==> src/rtl/calc_seq.sv <==
// W-bit accumulator ALU with valid/ready command port; optional shift-add MUL under `CALC_MUL_EN.
// Latency: one cycle for every op except MUL, which strobes its result W cycles after accept.
// Backpressure: cmd_ready drops only while a MUL iterates; results are a strobe with no backpressure.
module calc_seq #(
    parameter int W  = 8,
    parameter int CW = $clog2(W) + 1
) (
    input  logic         clk,
    input  logic         rst_n,
    input  logic         cmd_valid,
    output logic         cmd_ready,
    input  logic [2:0]   cmd_op,
    input  logic [W-1:0] cmd_data,
    output logic         res_valid,
    output logic [W-1:0] res_data,
    output logic         res_ovf,
    output logic         res_zero,
    output logic         res_err
);
    localparam logic [2:0] OP_CLR  = 3'd0;
    localparam logic [2:0] OP_LOAD = 3'd1;
    localparam logic [2:0] OP_ADD  = 3'd2;
    localparam logic [2:0] OP_SUB  = 3'd3;
    localparam logic [2:0] OP_AND  = 3'd4;
    localparam logic [2:0] OP_OR   = 3'd5;
    localparam logic [2:0] OP_XOR  = 3'd6;
    localparam logic [2:0] OP_MUL  = 3'd7;

    logic [W-1:0] accA;
    logic [W:0]   addFull;
    logic [W:0]   subFull;
    logic [W-1:0] aluRes;
    logic         aluOvf;
    logic         aluErr;
    logic         mulStart;
    logic         mulDone;
    logic [W-1:0] mulRes;
    logic         mulOvf;
    logic         cmdFire;

    assign addFull = {1'b0, accA} + {1'b0, cmd_data};
    assign subFull = {1'b0, accA} - {1'b0, cmd_data};
    assign cmdFire = cmd_valid && cmd_ready;

    always_comb begin
        aluRes   = accA;
        aluOvf   = 1'b0;
        aluErr   = 1'b0;
        mulStart = 1'b0;
        case (cmd_op)
            OP_CLR:  aluRes = '0;
            OP_LOAD: aluRes = cmd_data;
            OP_ADD:  begin aluRes = addFull[W-1:0]; aluOvf = addFull[W]; end
            OP_SUB:  begin aluRes = subFull[W-1:0]; aluOvf = subFull[W]; end
            OP_AND:  aluRes = accA & cmd_data;
            OP_OR:   aluRes = accA | cmd_data;
            OP_XOR:  aluRes = accA ^ cmd_data;
            default: begin
`ifdef CALC_MUL_EN
                mulStart = 1'b1;
`else
                aluErr = 1'b1;
`endif
            end
        endcase
    end

`ifdef CALC_MUL_EN
    typedef enum logic {ST_IDLE, ST_MUL} state_t;

    state_t         state, stateNext;
    logic [CW-1:0]  cnt;
    logic [2*W-1:0] mcand;
    logic [W-1:0]   mplier;
    logic [2*W-1:0] prod;
    logic [2*W-1:0] prodNext;

    // multiplier walks LSB-first while the multiplicand shifts up to match
    assign prodNext = prod + (mplier[0] ? mcand : '0);
    assign mulRes   = prodNext[W-1:0];
    assign mulOvf   = |prodNext[2*W-1:W];

    always_ff @(posedge clk or negedge rst_n) begin
        if (!rst_n) begin
            state  <= ST_IDLE;
            cnt    <= '0;
            mcand  <= '0;
            mplier <= '0;
            prod   <= '0;
        end else begin
            state <= stateNext;
            if (state == ST_IDLE && cmd_valid && cmd_op == OP_MUL) begin
                cnt    <= '0;
                mcand  <= {{W{1'b0}}, accA};
                mplier <= cmd_data;
                prod   <= '0;
            end else if (state == ST_MUL) begin
                cnt    <= cnt + 1'b1;
                mcand  <= mcand << 1;
                mplier <= mplier >> 1;
                prod   <= prodNext;
            end
        end
    end

    always_comb begin
        stateNext = state;
        cmd_ready = 1'b0;
        mulDone   = 1'b0;
        case (state)
            ST_IDLE: begin
                cmd_ready = 1'b1;
                if (cmd_valid && cmd_op == OP_MUL) stateNext = ST_MUL;
            end
            ST_MUL: begin
                if (cnt == CW'(W - 1)) begin
                    mulDone   = 1'b1;
                    stateNext = ST_IDLE;
                end
            end
            default: stateNext = ST_IDLE;
        endcase
    end
`else
    assign cmd_ready = 1'b1;
    assign mulDone   = 1'b0;
    assign mulRes    = '0;
    assign mulOvf    = 1'b0;
`endif

    // res_data is the accumulator itself: A only ever changes on a strobe
    always_ff @(posedge clk or negedge rst_n) begin
        if (!rst_n) begin
            accA      <= '0;
            res_valid <= 1'b0;
            res_ovf   <= 1'b0;
            res_err   <= 1'b0;
        end else begin
            res_valid <= 1'b0;
            if (mulDone) begin
                accA      <= mulRes;
                res_ovf   <= mulOvf;
                res_err   <= 1'b0;
                res_valid <= 1'b1;
            end else if (cmdFire && !mulStart) begin
                accA      <= aluRes;
                res_ovf   <= aluOvf;
                res_err   <= aluErr;
                res_valid <= 1'b1;
            end
        end
    end

    assign res_data = accA;
    assign res_zero = (accA == '0);

endmodule

==> config.mk <==
export PLATFORM = sky130hd
export DESIGN_NAME = calc_seq
export DESIGN_NICKNAME = d
export VERILOG_FILES = /design/src/rtl/calc_seq.sv
export SDC_FILE = /design/constraint.sdc
export NUM_CORES = 1
export LEC_CHECK = 0
export CAP_MARGIN = 5
export CORE_MARGIN = 2
export CORE_UTILIZATION = 45
export CTS_CLUSTER_DIAMETER = 40
export CTS_CLUSTER_SIZE = 25
export DETAILED_ROUTE_END_ITERATION = 8
export GPL_TIMING_DRIVEN = 0
export PLACE_DENSITY = 0.72
export SLEW_MARGIN = 20
export SYNTH_ARGS = -nofsm -noshare
export SYNTH_HDL_FRONTEND = slang
export SYNTH_SLANG_ARGS = --single-unit
==> constraint.sdc <==
create_clock -name clk -period 1.8 [get_ports clk]
set_input_delay 0.36 -clock clk [delete_from_list [all_inputs] [get_ports clk]]
set_output_delay 0.36 -clock clk [all_outputs]
set_load 0.01 [all_outputs]
Word-level counts from Yosys, hierarchy flattened:

Index checks and enable logic that the tools add are counted.

* register bits after elaboration: 11
* input bits: 14
* output and inout port bits: 13
* word-level logic and storage cells: 24

* $add $sub $neg: 2
* equality and inequality tests: 6
* muxes and demuxes: 4
* bitwise logic cells: 3
* reduce and logical (&&, ||, !) cells: 5

Operators by type and width (number)
* one-hot mux 8 bit (7 select lines): 1
* adder 8 x 8 -> 9 bit: 1
* == test 3 bit (second input constant): 3
* subtractor 8 x 8 -> 9 bit: 1
* AND 8 bit: 1
* logical NOT 8 bit: 1
* OR 8 bit: 1
* XOR 8 bit: 1
* nonzero test 7 bit: 1
* OR reduction 7 bit: 1
* == test 3 x 2 -> 1 bit (second input constant): 2
* == test 3 x 1 -> 1 bit (second input constant): 1
* logical NOT 3 bit: 1
* two-way mux 1 bit: 2
* one-hot mux 1 bit (2 select lines): 1
* AND reduction 2 bit: 1

Longest topological paths before layout:

Gate-level depths: netlist of run 1.

* depth in word-level cells: 3
* mapped depth: 8
* mapped depth without buffers: 8

Least setup slack after synthesis of run 1:

No wires, ideal clock.

* path type: flip-flop to flip-flop
* start: register accA[0], in the netlist res_data[0]
* end: register res_ovf
* setup time: 0.118 ns
* arrival time: 1.780 ns
* data required time: 1.682 ns
* path slack: -0.099 ns
* stages on the path, launching flop included: 8
* path buffers: 0
* clock period less this slack: 1.899 ns
* cells stage by stage: dfrtp_1 > ha_1 > fa_1 > a211oi_1 > o21ai_0 > a21oi_1 > o31ai_1 > a21o_1

* cells in the longest elaborated chain, start to end: 2
* elaborated cells on any way between the ends: 3
* classes of those cells: 2 x add/sub; 1 x mux

Ends and longest elaborated chain
* start, declared: RTL line 29 `logic [W-1:0] accA;`
* start signal, assigned: RTL line 141 `accA <= mulRes;`
* start signal, assigned: RTL line 146 `accA <= aluRes;`
* subtractor 8 x 8 -> 9 bit / adder 8 x 8 -> 9 bit (equally long branches): RTL line 42, 41
* one-hot mux 1 bit (2 select lines) (*): RTL line 50 `case (cmd_op)`
* end signal, assigned: RTL line 142 `res_ovf <= mulOvf;`
* end signal, assigned: RTL line 147 `res_ovf <= aluOvf;`
* end, declared: RTL line 16 `output logic res_ovf,`

Every way passes the cells marked *; elsewhere a longest branch is shown, timed or not.
A chain may end at the register's enable or synchronous reset.

Worst setup path after layout of run 1:

Same ends and word-level chain as after synthesis.

==> results of run 1 <==
-- sequential cells by signal, summed over array words and instances, names as in the netlist --
| name | count |
|---|---|
| res_data | 8 |
| res_ovf | 1 |
| res_valid | 1 |
| res_err | 1 |
-- routing by layer --
metal  vias to the layer above  share of wire, %  wire length, um  GRT usage [%]
li1                        884                 -                -              -
met1                       866                42             2300           34.3
met2                        83                48             2620           43.3
met3                        16               7.7              424           3.72
met4                         0               2.5              139           11.0
met5                         -                 0                0              0
-- Yosys cell counts (2+ instances only) --
cell	count	share of area, %
o22ai_1	2	0.71
or3_1	2	0.71
mux2i_1	4	2.3
inv_1	20	4.3
a31oi_1	2	0.71
mux2_2	2	1.3
nor3_1	7	2.0
nand4_1	5	1.8
o21ai_0	8	2.3
o21ai_1	5	1.4
a21oi_1	10	2.8
a22oi_1	2	0.85
a221oi_1	2	1.0
nor2b_1	10	3.6
fa_1	2	2.3
buf_2	6	1.7
a211oi_2	2	1.4
nor3b_1	2	0.85
nor2_1	23	4.9
a211oi_1	6	2.6
a2bb2oi_1	2	1.0
dfrtp_1	11	16
a32oi_1	2	1.0
o211ai_1	3	1.3
ha_1	25	18
nand2_1	15	3.2
buf_4	3	1.3
o31ai_1	4	1.7
nand3_2	2	1.1
a21o_1	3	1.3
-- worst max-delay path, stage by stage, from the launching register on --
cell and delay, ns:
dfrtp_2 0.44, ha_4 0.17, fa_2 0.38, a211oi_4 0.26, o21ai_2 0.12, a21oi_2 0.15
o31ai_1 0.09, a21o_1 0.16
-- metrics by stage --
step / util, % / cell area (um2)
after floorplan: - / 1820
after global placement: 57.3 / 2130
after detailed placement: 57.3 / 2130
after CTS: 62.3 / 2320
after global routing: 64.4 / 2390
final: 64.4 / 2390
-- timing repair --
action / CTS / global route
buffers inserted: 7 / 2
hold endpoints to repair: 0 / 0
setup endpoints to repair: 10 / 10
pin swaps: 18 / 9
gates resized for setup: 38 / 29
-- worst max-delay path by stage --
stage                                    endpoint  slack (ns)  cells past startpoint
after global routing      res_data[7]$_DFFE_PN0P_       -0.16                      7
final                         res_ovf$_DFFE_PN0P_       -0.07                      7
after global placement    res_data[7]$_DFFE_PN0P_       -0.72                      8
after CTS                     res_ovf$_DFFE_PN0P_       -0.13                      7
after detailed placement  res_data[7]$_DFFE_PN0P_       -0.74                      8
after floorplan               res_ovf$_DFFE_PN0P_       -0.03                      8
-- layout make-up --
| class | count | area (um2) |
|---|---|---|
| Fill cell | 353 | 1320 |
| Buffer | 10 | 75.1 |
| Inverter | 20 | 75.1 |
| Clock buffer | 4 | 45.0 |
| Tap cell | 48 | 60.1 |
| Multi-Input combinational cell | 180 | 1550 |
| Timing Repair Buffer | 34 | 312 |
| Sequential cell | 11 | 280 |
-- placed cells by master, fill, tap and decap left out, types with 7 or more instances in the layout --
master / count
inv_2: 8
nor2_1: 23
a21oi_1: 8
clkdlybuf4s50_1: 15
dfrtp_1: 7
nand2_1: 15
inv_1: 12
ha_1: 14
nor2b_1: 7
buf_4: 14
-- power by group through the flow --
stage | Sequential, mW | Clock, mW | Combinational, mW
4_1_cts | 0.373 | 0.293 | 1.20
2_1_floorplan | 0.388 | 0 | 0.733
3_3_place_gp | 0.375 | 0 | 1.08
5_1_grt | 0.390 | 0.302 | 1.41
6_report | 0.379 | 0.291 | 1.30
3_5_place_dp | 0.378 | 0 | 1.09
-- cells by family after synthesis --
group | Yosys count | share of synthesized area, %
adders and majority gates | 27 | 20.1
xor gates and xnor gates | 2 | 0.997
AOI/OAI and AO/OA | 66 | 27.2
muxes | 6 | 3.56
and+or+nand+nor | 78 | 24.2
buffers and inverters | 31 | 8.11
other | 1 | 0.213
DFF | 11 | 15.7
==> results.md, run 1 <==
* Worst-path fanout max at 3
* Nets at 301
* Yosys reg bits at 11
* Synth Cell Area at 1760 um2
* Net Sw Power at 0.898 mW
* Total wire length at 5.49 mm
* Number of max-cap violations at 0
* Avg Cell Area, Syn at 7.92 um2
* GPL Wtd Cong at 0.914
* Vias per cell at 6.02
* Clock root cell: clkbuf_8
* Failing checks: setup timing
* Hpwl dp at 3.90 mm
* Area Growth Syn to Fin at 36.2%
* Setup Skew at 0.0144 ns
* RR Startpoint: res_data[0]$_DFFE_PN0P_
* Largest net degree at the start of global routing at 12
* Warnings, synthesis at 0
* Static leakage power at 1.03 nW
* Clock transition at the registers of the reported paths at 0.07 ns
* Placed Cells at 295
* Hold Buf Count CTS at 0
* CTS tree: yes
* Core Region at 3720 um2
* Post-Layout Cell Count at 307
* Global-route usage over all layers at 26.3%
* Hold slack at 0.479 ns
* WL/cell at 17.9 um
* Worst VDD drop at 0.000411 V
* Status: finished, violations left
* DRT antenna net count at 0
* Worst R2R Path Depth at 7
* Post-synthesis sequential area ratio at 15.7%
* Flop pwr share at 19.2%
* Mapped Cells at 222
* Die Ht at 66.5 um
* Clk sinks at 11
* Max Buffers Root-to-Sink at 2
* Ys async rst share at 100%
* Worst EP arrival at 2.02 ns
* Setup WS pre-CTS at -0.743 ns
* Htree depth at 1
* R2R setup slack at -0.07 ns
* Insertion delay to the later sink of the worst-skew pair at 0.26 ns
* RSZ-0062 raised after global routing: yes
* Overall power at 1.97 mW
* Endpoints failing setup at 5
* Switching Share at 45.5%
* Unique masters post-synth at 60
* Worst setup margin at -0.0746 ns
* Fmax achieved at 533 MHz
* Worst Hold Class: in -> async
* Layout cells sized above 1 at 30.1%
* Clock Power Share at 14.8%
* Net count after synthesis at 263
* Number of port buffers at 25
* EDFF count, synth at 0
* Primary FF master, synth: dfrtp_1
* Final period util at 104%
* Initial DRC Count at 111
* Ant diodes at 0
* Pint at 1.08 mW
* Combinational Power Share at 66.1%
* # IOs at 27
* Max Slew Vio Count at 0
* Site Rows at 22
* Via count at 1,849
* TritonCTS buffer count at 3
* Die area at 4420 um2
* Worst path required time at 1.94 ns
* Vias in the first global route at 1,777
* Initial Util at 47.3%
* Total congestion overflow at 0
* R2R Path End: res_ovf$_DFFE_PN0P_
* Pwr/cell area at 824 nW/um2
* Rel. slew slack at 58.2%
* Least-Margin Pin Slew at 0.625 ns
* DRC viols at 0
* DR pass1 iterations at 4
* Final Hold Vio Count at 0
* Startpoint types: flip-flop
* Period minus WS final at 1.87 ns
* Initial antenna violation count at 0
* CP Capture Type: flip-flop
* Global-route wire length before repair at 8.61 mm
* Die Wd at 66.5 um
* Setup TNS at -0.280 ns
* Setup crit start: res_data[0]$_DFFE_PN0P_
* WS Path Type: reg -> reg
(Power assumes the default switching activity.)
==> run 2, diff against run 1 <==
- CTS_CLUSTER_SIZE: 25 -> 20
==> results of run 2 <==
The final DEF is identical to that of run 1; final timing and power are the same.
